$ cat src/rtl/add8_frame_accumulator_if.sv
// Handshake bundle between the adder datapath, the frame accumulator and the result sink.
interface add8_frame_accumulator_if #(
  parameter int ACC_W = 16
);
  logic             in_valid;
  logic             in_ready;
  logic [7:0]       in_s;
  logic             in_cout;
  logic             out_valid;
  logic             out_ready;
  logic [ACC_W-1:0] out_sum;
  logic             out_ovf;

  modport master (
    output in_valid, in_s, in_cout, out_ready,
    input  in_ready, out_valid, out_sum, out_ovf
  );

  modport slave (
    input  in_valid, in_s, in_cout, out_ready,
    output in_ready, out_valid, out_sum, out_ovf
  );
endinterface

$ cat src/rtl/add8_frame_accumulator.sv
// Sums COUNT 9-bit adder results {cout,s} into one frame total with a sticky wrap flag.
// Total is presented on out_valid right after the last accept; one idle bubble after the handshake.
module add8_frame_accumulator #(
  parameter int COUNT = 4,
  parameter int ACC_W = 16
) (
  input  logic                    clk,
  input  logic                    rst_n,
  input  logic                    clear_i,
  output logic                    busy_o,
  add8_frame_accumulator_if.slave bus
);
  localparam int CNT_W = $clog2(COUNT + 1);

  typedef enum logic [1:0] {
    IDLE  = 2'd0,
    ACCUM = 2'd1,
    HOLD  = 2'd2
  } state_e;

  state_e           state_q, state_d;
  logic [ACC_W-1:0] acc_q, acc_d;
  logic [CNT_W-1:0] cnt_q, cnt_d;
  logic             ovf_q, ovf_d;

  logic [ACC_W-1:0] addend;
  logic [ACC_W:0]   sum;
  logic [CNT_W-1:0] cnt_inc;
  logic             accept;

  assign addend  = ACC_W'({bus.in_cout, bus.in_s});
  assign sum     = {1'b0, acc_q} + {1'b0, addend};
  assign cnt_inc = cnt_q + CNT_W'(1);
  assign accept  = bus.in_valid && bus.in_ready;

  always_ff @(posedge clk or negedge rst_n) begin
    if (!rst_n) begin
      state_q <= IDLE;
      acc_q   <= '0;
      cnt_q   <= '0;
      ovf_q   <= 1'b0;
    end else begin
      state_q <= state_d;
      acc_q   <= acc_d;
      cnt_q   <= cnt_d;
      ovf_q   <= ovf_d;
    end
  end

  always_comb begin
    state_d = state_q;
    acc_d   = acc_q;
    cnt_d   = cnt_q;
    ovf_d   = ovf_q;
    case (state_q)
      IDLE: begin
        if (accept) begin
          acc_d   = addend;
          cnt_d   = CNT_W'(1);
          ovf_d   = 1'b0;
          state_d = (COUNT == 1) ? HOLD : ACCUM;
        end
      end
      ACCUM: begin
        if (accept) begin
          acc_d = sum[ACC_W-1:0];
          cnt_d = cnt_inc;
          ovf_d = ovf_q | sum[ACC_W];
          if (cnt_inc == CNT_W'(COUNT)) begin
            state_d = HOLD;
          end
        end
      end
      HOLD: begin
        if (bus.out_ready) begin
          acc_d   = '0;
          cnt_d   = '0;
          ovf_d   = 1'b0;
          state_d = IDLE;
        end
      end
      default: state_d = IDLE;
    endcase
    // Abort wins over both a pending accept and a pending output handshake.
    if (clear_i) begin
      acc_d   = '0;
      cnt_d   = '0;
      ovf_d   = 1'b0;
      state_d = IDLE;
    end
  end

  assign bus.in_ready  = (state_q != HOLD);
  assign bus.out_valid = (state_q == HOLD);
  assign bus.out_sum   = (state_q == HOLD) ? acc_q : '0;
  assign bus.out_ovf   = (state_q == HOLD) ? ovf_q : 1'b0;
  assign busy_o        = (state_q != IDLE);
endmodule

$ cat src/flat_wrapper.sv
// flat-port wrapper written by rule: the top's interface ports become plain ports
module add8_frame_accumulator_flat 
#(
  parameter int COUNT = 4,
  parameter int ACC_W = 16
)
  (clk, rst_n, clear_i, busy_o, bus_in_valid, bus_in_s, bus_in_cout, bus_out_ready, bus_in_ready, bus_out_valid, bus_out_sum, bus_out_ovf);
  add8_frame_accumulator_if #(.ACC_W(ACC_W)) bus_i ();
  input  logic clk;
  input  logic rst_n;
  input  logic clear_i;
  output logic busy_o;
  input wire logic [$bits(bus_i.in_valid)-1:0] bus_in_valid;
  input wire logic [$bits(bus_i.in_s)-1:0] bus_in_s;
  input wire logic [$bits(bus_i.in_cout)-1:0] bus_in_cout;
  input wire logic [$bits(bus_i.out_ready)-1:0] bus_out_ready;
  output wire logic [$bits(bus_i.in_ready)-1:0] bus_in_ready;
  output wire logic [$bits(bus_i.out_valid)-1:0] bus_out_valid;
  output wire logic [$bits(bus_i.out_sum)-1:0] bus_out_sum;
  output wire logic [$bits(bus_i.out_ovf)-1:0] bus_out_ovf;
  assign bus_i.in_valid = bus_in_valid;
  assign bus_i.in_s = bus_in_s;
  assign bus_i.in_cout = bus_in_cout;
  assign bus_i.out_ready = bus_out_ready;
  assign bus_in_ready = bus_i.in_ready;
  assign bus_out_valid = bus_i.out_valid;
  assign bus_out_sum = bus_i.out_sum;
  assign bus_out_ovf = bus_i.out_ovf;
  add8_frame_accumulator #(.COUNT(COUNT), .ACC_W(ACC_W)) u_core (.clk(clk), .rst_n(rst_n), .clear_i(clear_i), .busy_o(busy_o), .bus(bus_i));
endmodule
$ cat config.mk
export PLATFORM = sky130hd
export DESIGN_NAME = add8_frame_accumulator_flat
export DESIGN_NICKNAME = d
export VERILOG_FILES = /design/src/rtl/add8_frame_accumulator_if.sv /design/src/rtl/add8_frame_accumulator.sv /design/src/flat_wrapper.sv
export SDC_FILE = /design/constraint.sdc
export NUM_CORES = 1
export LEC_CHECK = 0
export BUFFER_PORTS_ARGS = -buffer_cell sky130_fd_sc_hd__buf_2
export CORE_MARGIN = 4
export CORE_UTILIZATION = 45
export CTS_BUF_LIST = sky130_fd_sc_hd__clkbuf_4
export CTS_CLUSTER_DIAMETER = 80
export DETAILED_ROUTE_END_ITERATION = 8
export PLACE_DENSITY = 0.72
export SKIP_CTS_REPAIR_TIMING = 1
export SYNTH_ARGS = -nofsm -noshare
export SYNTH_HDL_FRONTEND = slang
export SYNTH_SLANG_ARGS = --single-unit
$ cat constraint.sdc
create_clock -name clk -period 5.38 [get_ports clk]
set_input_delay 0 -clock clk [delete_from_list [all_inputs] [get_ports clk]]
set_output_delay 0 -clock clk [all_outputs]
set_load 0.01 [all_outputs]
* Yosys cells after proc, flatten, opt, wreduce, memory -nomap -nowiden
Index checks and enable logic that the tools add are counted.
Word-level totals: register bits 22, output and inout bits 20, bits of input ports 14
Cells by class: mux-type cells 23, bitwise operators 1, equal/unequal tests 8, reduce and logical (&&, ||, !) cells 6, add/sub/neg operators 2
Operators with widths (number):
- $mux 16 | 5
- $pmux 16 s3 | 1
- $add 16x9->17 | 1
- $mux 3 | 4
- $mux 2 | 5
- $ne 3x2->1 const B | 3
- $pmux 3 s3 | 1
- $reduce_and 4->1 | 2
- $pmux 2 s3 | 1
- $mux 1 | 5
- $reduce_bool 4->1 | 1
- $add 3x1->3 const B | 1
- $eq 3x3->1 const B | 1
- $ne 3x3->1 const B | 1
- $pmux 1 s3 | 1
- $eq 2x1->1 const B | 1
- $eq 2x2->1 const B | 1
- $logic_not 2->1 | 1
- $ne 2x2->1 const B | 1
- $reduce_bool 2->1 | 1
- $logic_and 1x1->1 | 1
- $or 1x1->1 | 1

* Depth between registers and ports, before layout
Gate-level depths: netlist of run 1.
depth after elaboration 6, depth in mapped cells 10, gate-level depth less buffers 9

* Least setup slack after synthesis of run 1
No wires, ideal clock.
kind flip-flop to flip-flop, start point register u_core.state_q[0], end point register u_core.acc_q[15], library setup time 77 ps, cell stages (with the launch flop) 11, period minus slack after synthesis 2290 ps, path slack 3090 ps, required time 5303 ps, arrival time 2213 ps, path buffers 2, cell sequence dfrtp_1 > inv_1 > ha_1 > buf_4 > and4bb_1 > a311oi_1 > nor2b_1 > buf_2 > or3b_1 > or3_1 > a21oi_1
On the way: cells in the longest elaborated chain, start to end 4
RTL lines:
- start, declared | line add8_frame_accumulator.sv:21 | state_e state_q, state_d;
- start signal, assigned | line add8_frame_accumulator.sv:43 | state_q <= state_d;
- $ne 2x2->1 | line add8_frame_accumulator.sv:93 | assign bus.in_ready = (state_q != HOLD);
- $logic_and 1x1->1 | line add8_frame_accumulator.sv:34 | assign accept = bus.in_valid && bus.in_ready;
- $ne 3x2->1 (no source line)
- $reduce_and 4->1 (no source line)
- end signal, assigned | line add8_frame_accumulator.sv:39 | acc_q <= '0;
- end signal, assigned | line add8_frame_accumulator.sv:44 | acc_q <= acc_d;
- end, declared | line add8_frame_accumulator.sv:22 | logic [ACC_W-1:0] acc_q, acc_d;
Parallel ways exist; a longest one is shown, timed or not. A chain may end at the register's enable or synchronous reset.

* Worst setup path after layout of run 1
start point register u_core.state_q[0], end point register u_core.acc_q[14]
Same word-level chain as after synthesis.

==> metrics.txt, run 1 <==
status finished clean; clock period minus final worst setup slack about 2800 ps; leakage power about 1 nW; HP Class input pin to flop; Die ar. between 4000 and 5000 µm²; Detail Placement HPWL 3.029 mm; XOR/XNOR Fraction of Synth Area 0.03564; critical-path cell list inv_1 > ha_1 > nand2_1 > nor2_1 > nand2_1 > or4_1 > nand3_1; worst-skew pair later-pin latency ~310 ps; WP data required about 5600 ps; r2r endpoint u_core.acc_q[14]; CP max-delay cell nor2_1; Root Driver clkbuf_4; post-place setup slack 2543 ps; drt pass-1 iters 4; nets 271; Worst-path clk slew roughly 130 ps; hold path start bus_in_s[0]; post-synth cell types between 40 and 50; skew final 4.428 ps; Worst R2R Setup Slack 2540 ps; FP Rows 22; CP max stage delay 600 ps; simple-gate share of the synthesized area 0.2335; total track usage 0.1777; fmax 352.7 MHz; Placer Congestion 0.8139; Util after Layout 0.5404; vias in the first global route around 1,500; via count between 1,500 and 2,000; initial core utilization 0.4664; Avg Inst Size Synth about 8.3 µm²; worst setup path endpoint u_core.acc_q[14]; setup ws final 2545 ps; Compound-Gate Fraction of Synth Area 0.2284; Die Ht about 70 µm; Post-Synthesis Cells ~210; CP Max Fanout 13; Post-DRT Antenna Nets 0; CP startpoint u_core.state_q[0]; post-synth net total between 200 and 250; clock tree buffer depth 2; via/cell ratio about 5.4; # setup viols final 0; Async S/R FF share, synth 1.000; maximum capacitance violations 0; Critical Path AT about 3100 ps; synthesized flop and latch total 22; Max-slew headroom 0.4908; core footprint roughly 3700 µm²; top_reg_cell synth dfrtp_1; commonest non-fill, non-tap cell in the layout buf_2; Crit path top cell by count nand2_1; VDD IR max 0.1823 mV; highest-count cells in the layout ignoring fill and taps 33 x buf_2, 22 x nor2_1, 22 x dfrtp_1; Yosys warnings 0; EDFF count, synth 0; drt drc 0; setup TNS 0 ps; Hold Slack approximately 25 ps; WL per Instance roughly 14 µm; antenna fix cells 0; global route total overflow 0; post-synthesis mux area share 0.005818; Slew @ Worst Pin ~760 ps; final slew viol count 0; final worst-path cycle share 0.5270; htree depth 1; startpoint types flop; number of port buffers 33; post-synthesis sequential area ratio 0.3200; CTS tree done; Placed Area approximately 1900 µm²; drt total wl roughly 4.2 mm; RSZ-0062 raised after global routing false; final instance area roughly 2000 µm²; largest delay contributor family on the critical path simple AND/OR/NAND/NOR gates; Initial DRC Count roughly 90; # IOs 34; synthesis-to-finish area growth 15.85%; cts bufs inserted 3; first-pass GRT wire length around 7.1 mm; critical setup path kind flop to flop; clk sink count 22; critical path depth in cells 7; Die W approximately 70 µm; Mapped Area 1720 µm²; Adder-Cell Fraction of Synth Area 0.1207; Critical Path End Type flop; r2r worst-path depth 7; final hold violation count 0; initial antenna violation count 0; largest net degree at the start of global routing 23; power per standard cell area 423.3 nW/µm²; crit path buf inv count 1; R2R Path Start u_core.state_q[0]; share of cells above drive strength 1 0.1750; main combinational cell family by area after synthesis simple AND/OR/NAND/NOR gates
layout make-up:
cell class | instances | area [µm²]
Clock buffer | 3 | 22.52
Clock inverter | 1 | 30.03
Fill cell | 351 | 1695
Inverter | 15 | 56.30
Multi-Input combinational cell | 162 | 1074
Sequential cell | 22 | 550.5
Tap cell | 48 | 60.06
Timing Repair Buffer | 37 | 200.2
cell usage after synthesis, types with 3 or more instances:
library cell | n | area share
dfrtp_1 | 22 | 0.32
nor2_1 | 22 | 0.048
a21oi_1 | 21 | 0.061
nand2_1 | 17 | 0.037
ha_1 | 15 | 0.11
inv_1 | 14 | 0.031
and2_1 | 12 | 0.044
a21o_1 | 6 | 0.026
o21ai_0 | 6 | 0.017
clkbuf_1 | 5 | 0.011
nand3_1 | 5 | 0.015
xnor2_1 | 5 | 0.025
and3_1 | 4 | 0.015
nor2b_1 | 4 | 0.015
o211ai_1 | 4 | 0.017
a31oi_1 | 3 | 0.011
o22ai_1 | 3 | 0.011
tightest hold or removal path, stage by stage:
cell and delay (ps):
buf_2 90, a22oi_1 50, o21ai_0 160
report_power, final:
| group | leakage (nW) | internal [mW] | switching [mW] |
|---|---|---|---|
| Sequential | 0.299 | 0.201 | 0.0279 |
| Clock | 0.0279 | 0.0753 | 0.0546 |
| Combinational | 0.665 | 0.199 | 0.285 |
| Total | 0.991 | 0.476 | 0.368 |
worst min-delay path by stage:
| stage | endpoint | slack, ps | cells after the start |
|---|---|---|---|
| after floorplan | u_core.acc_q[0] | -300 | 0 |
| after global placement | u_core.acc_q[15] | 2 | 1 |
| after detailed placement | u_core.ovf_q | -0.008 | 1 |
| after CTS | u_core.ovf_q | -360 | 1 |
| after global routing | u_core.acc_q[0] | 10 | 3 |
| final | u_core.acc_q[0] | 20 | 3 |
stage by stage:
step                power, mW  std cells
floorplan              0.6024        208
global placement       0.7039        282
detailed placement     0.7084        282
CTS                    0.8447        286
global route           0.9190        288
finish                 0.8437        288
metal layers:
layer	share of wire	track usage
met5	0	0
met2	0.47	0.2928
met1	0.47	0.2381
met4	0.0053	0.03191
met3	0.055	0.04348
logic make-up after synthesis:
| group | Yosys count |
|---|---|
| muxes | 1 |
| xor gates and xnor gates | 7 |
| buffers and inverters | 24 |
| DFF | 22 |
| adders and majority gates | 16 |
| and+or+nand+nor | 78 |
| AOI/OAI and AO/OA | 60 |
flip-flops by register name, summed over array words and instances, names as in the netlist:
signal,count
u_core.cnt_q,3
u_core.state_q,2
u_core.acc_q,16
u_core.ovf_q,1
No activity file was read; power rests on OpenSTA's default activity.
==> run 2, diff against run 1 <==
PLACE_DENSITY = 0.75   (was 0.72)
clock period = 2.5 ns   (was 5.38 ns; I/O delays follow)
==> run 2 against run 1 <==
- sequential cell count unchanged
- clock-buffer cell count unchanged
- via count up 5.4%
- combinational power up 130%
- sequential power up 120%
- non-clock buffer count up 8
- utilization up 1.8 points
==> metrics.txt, run 2 (synthesized netlist as in run 1, its figures left out) <==
status finished clean; power per standard cell area 921.2 nW/µm²; critical-path cell list ha_1 > inv_1 > fa_1 > inv_1 > a21o_1 > a221o_1 > a41oi_2 > or4_1 > nand3_1; largest net degree at the start of global routing 23; Placed Area between 1500 and 2000 µm²; global route total overflow 0; Worst-path clk slew ~130 ps; Slew @ Worst Pin roughly 540 ps; initial core utilization 0.4664; initial antenna violation count 0; startpoint types flop; HP Class input pin to flop; largest registers u_core.acc_q (16), u_core.cnt_q (3), u_core.state_q (2); Critical Path End Type flop; vias in the first global route ~1,500; Die W 69.83 µm; via count around 1,700; FP Rows 22; Die ar. between 4000 and 5000 µm²; commonest non-fill, non-tap cell in the layout buf_2; antenna fix cells 0; critical setup path kind flop to flop; WL per Instance about 14 µm; clock tree buffer depth 2; Crit path top cell by count inv_1; fmax ~430 MHz; largest delay contributor family on the critical path simple AND/OR/NAND/NOR gates; final instance area 2061 µm²; Max-slew headroom 0.6379; register area around 550 µm²; final worst-path cycle share 0.9299; Biggest register u_core.acc_q; multi-input combinational cell area 1081 µm²; share of cells above drive strength 1 0.2056; CTS tree done; cts bufs inserted 3; first-pass GRT wire length around 7.2 mm; core footprint 3689 µm²; Largest register FFs 16; CP Max Fanout 5; Detail Placement HPWL approximately 3.3 mm; Root Driver clkbuf_4; total track usage 0.1819; via/cell ratio between 5 and 6; worst-skew pair later-pin latency around 320 ps; synthesis-to-finish area growth 19.78%; fillers between 300 and 400; crit path buf inv count 2; leakage power 1.032 nW; Placer Congestion between 0.8 and 0.9; clock period minus final worst setup slack 2325 ps; # setup viols final 0; Critical Path AT between 2000 and 3000 ps; Initial DRC Count 84; htree depth 1; CP max-delay cell or4_1; final hold violation count 0; post-place setup slack about 170 ps; setup ws final roughly 180 ps; CP max stage delay 510 ps; # IOs 34; clk sink count 22; number of port buffers 33; WP data required 2770 ps; nets between 200 and 300; Die Ht between 60 and 70 µm; maximum capacitance violations 0; VDD IR max ~0.39 mV; drt pass-1 iters 4; drt total wl roughly 4.3 mm; Post-DRT Antenna Nets 0; skew final ~5 ps; drt drc 0; final slew viol count 0; highest-count cells in the layout ignoring fill and taps 33 x buf_2, 22 x nor2_1, 22 x dfrtp_1
==> run 2: report_power, final <==
group,total [mW],internal [mW],leakage (nW),switching (mW)
Sequential,0.493,0.432,0.299,0.0610
Combinational,1.12,0.485,0.706,0.637
Clock,0.282,0.162,0.0279,0.120
Total,1.90,1.08,1.03,0.818
==> run 2: path summary, 6_finish.rpt <==
kind | start | cells after the start | end | slack, ps
setup / recovery | u_core.acc_q[0] | 9 | u_core.acc_q[14] | 180
hold / removal | bus_in_s[0] | 3 | u_core.acc_q[0] | 2
setup reg to reg | u_core.acc_q[0] | 9 | u_core.acc_q[14] | 180
hold reg to reg | u_core.cnt_q[2] | 2 | u_core.cnt_q[2] | 500
max in group asynchronous | rst_n | 2 | u_core.acc_q[7] | 1960
min in group asynchronous | rst_n | 2 | u_core.cnt_q[1] | 180
==> run 2: per-stage QoR <==
step | hold WS, ps | power [mW] | setup TNS [ps] | utilization | cells
after global routing | 36.11 | 2.064 | -13.97 | 0.5587 | 296
final | 1.594 | 1.898 | 0 | 0.5587 | 296
after detailed placement | 3.268 | 1.593 | 0 | 0.5349 | 289
after floorplan | -295.6 | 1.296 | 0 | - | 208
after global placement | 3.344 | 1.571 | 0 | 0.5349 | 289
after CTS | -368.0 | 1.882 | 0 | 0.5492 | 293
==> run 2: area by class of cell <==
cell class	instances	area share
Clock buffer	3	0.01093
Timing Repair Buffer	45	0.1263
Inverter	15	0.02732
Clock inverter	1	0.01457
Multi-Input combinational cell	162	0.5246
Tap cell	48	0.02914
Sequential cell	22	0.2672
==> run 2: per-layer routing <==
metal | up-vias | share of wire | global-route usage
met2 | 58 | 0.45 | 0.2823
li1 | 818 | - | -
met1 | 770 | 0.47 | 0.2632
met4 | 0 | 0.0096 | 0.03404
met3 | 6 | 0.067 | 0.03623
met5 | - | 0 | 0
==> run 2: tightest hold or removal path, stage by stage <==
cell	delay, ps
buf_2	100
a22oi_1	60
o21ai_0	130
==> run 3, diff against run 2 <==
CTS_BUF_LIST = sky130_fd_sc_hd__clkbuf_8   (was sky130_fd_sc_hd__clkbuf_4)
SKIP_CTS_REPAIR_TIMING = default   (was 1)
==> run 3 against run 2 <==
- wire length is 0.26% lower
- utilization is 0.24 points higher
- final cell count is 0.34% lower
- total power is 3.0% higher
- register-to-register slack hardly changed
- worst hold slack better by 51 ps
- first-iteration DRC count is 18% lower
- clock power is 21% higher
- setup slack worse by 12 ps
- via count is 0.36% lower
- die area stayed put
==> metrics.txt, run 3 (synthesized netlist as in run 1, its figures left out) <==
crit path buf inv count 2; CP max stage delay about 500 ps; multi-input combinational cell area around 1100 µm²; critical path depth in cells 9; total track usage 0.1837; register area ~550 µm²; r2r worst-path depth 9; Tot Pwr between 1.5 and 2 mW; maximum capacitance violations 0; fillers between 300 and 400; clock tree buffer depth 2; CTS tree done; Biggest register u_core.acc_q; drt pass-1 iters 4; core footprint 3689 µm²; critical-path cell list ha_1 > inv_1 > fa_1 > inv_1 > a21o_1 > a221o_1 > a41oi_2 > or4_1 > nand3_1; CP Max Fanout 5; clk sink count 22; largest delay contributor family on the critical path adder cells; critical setup path kind flop to flop; power per standard cell area about 950 nW/µm²; # setup viols final 0; Detail Placement HPWL between 3 and 4 mm; Placed Area slightly below 2000 µm²; RSZ-0062 raised after global routing false; drt drc 0; FP Rows 22; Util after Layout 0.5611; Crit path top cell by count inv_1; Worst R2R Setup Slack ~160 ps; CP max-delay cell or4_1; Non-Filler Instances slightly below 300; final instance area roughly 2100 µm²; final worst-path cycle share 0.9348; leakage power 1.036 nW; nets approximately 280; Die W between 60 and 70 µm; CP startpoint u_core.acc_q[0]; setup TNS 0 ps; Hold Slack 52.47 ps; Slew @ Worst Pin between 500 and 600 ps; synthesis-to-finish area growth 20.29%; hold path start bus_in_s[5]; vias in the first global route approximately 1,500; via count between 1,500 and 2,000; Post-DRT Antenna Nets 0; largest net degree at the start of global routing 23; WP data required 2710 ps; final slew viol count 0; r2r endpoint u_core.acc_q[14]; WL per Instance between 10 and 15 µm; initial antenna violation count 0; final hold violation count 0; HP Class input pin to flop; startpoint types flop; share of cells above drive strength 1 0.2065; Initial DRC Count 69; status finished clean; drt total wl between 4 and 5 mm; clock period minus final worst setup slack 2337 ps; initial core utilization 0.4664; VDD IR max roughly 0.40 mV; Cells after DPL about 290; Max-slew headroom 0.6541; Die ar. around 4900 µm²; cts bufs inserted 3; Critical Path End Type flop; worst-skew pair later-pin latency around 270 ps; commonest non-fill, non-tap cell in the layout buf_2; Largest register FFs 16; antenna fix cells 0; Die Ht approximately 70 µm; Root Driver clkbuf_8; setup ws final approximately 160 ps; largest registers u_core.acc_q (16), u_core.cnt_q (3), u_core.state_q (2); fmax roughly 430 MHz; number of port buffers 33; worst setup path endpoint u_core.acc_q[14]; first-pass GRT wire length 7.251 mm; Critical Path AT roughly 2600 ps; Worst-path clk slew 80 ps; global route total overflow 0; htree depth 1; via/cell ratio 5.580; R2R Path Start u_core.acc_q[0]; skew final 2.864 ps; # IOs 34; post-place setup slack 169.3 ps; highest-count cells in the layout ignoring fill and taps 33 x buf_2, 22 x nor2_1, 22 x dfrtp_1; Placer Congestion between 0.8 and 0.9
[run 3: changes by cell type in the layout (fill, tap and decap cells not counted), sizes merged]
cell	delta
dlygate4sd3	-1
[run 3: how the worst min path moves through the flow]
stage,endpoint,slack [ps],depth (start not counted)
after global placement,u_core.cnt_q[1],3,1
after floorplan,u_core.acc_q[0],-300,0
after detailed placement,u_core.ovf_q,3,1
final,u_core.acc_q[5],50,3
after CTS,u_core.acc_q[5],50,3
after global routing,u_core.acc_q[5],70,3
[run 3: layout make-up]
class	count	share of cell area
Clock buffer	3	0.01995
Clock inverter	1	0.01451
Inverter	15	0.02721
Multi-Input combinational cell	162	0.5224
Sequential cell	22	0.2660
Tap cell	48	0.02902
Timing Repair Buffer	44	0.1209
[run 3: worst reg2reg max path: stages, from the launching register on]
cell and delay (ps):
dfrtp_1 370, ha_1 200, inv_1 70, fa_1 410, inv_1 70, a21o_1 130, a221o_1 250, a41oi_2 200
or4_1 500, nand3_1 90
[run 3: power by group]
| part | leakage (nW) | switching [mW] | internal, mW | total, mW |
|---|---|---|---|---|
| sequential | 0.299 | 0.0595 | 0.433 | 0.492 |
| combinational | 0.701 | 0.638 | 0.485 | 1.12 |
| clock | 0.0357 | 0.127 | 0.214 | 0.341 |
[run 3: per-layer routing]
layer  GRT usage  share of wire  vias to the layer above
li1            -              -                      818
met5           0              0                        -
met4     0.05319          0.014                        0
met1      0.2587           0.47                      764
met2      0.2875           0.45                       58
met3     0.03188          0.063                        6
[run 3: what timing repair did]
item / 4_1_cts / 5_1_grt
hold endpoints to repair: 22 / 0
gates resized for setup: 0 / 1
buffers inserted: 0 / 1
setup endpoints to repair: 0 / 1
hold buffers: 1 / 0
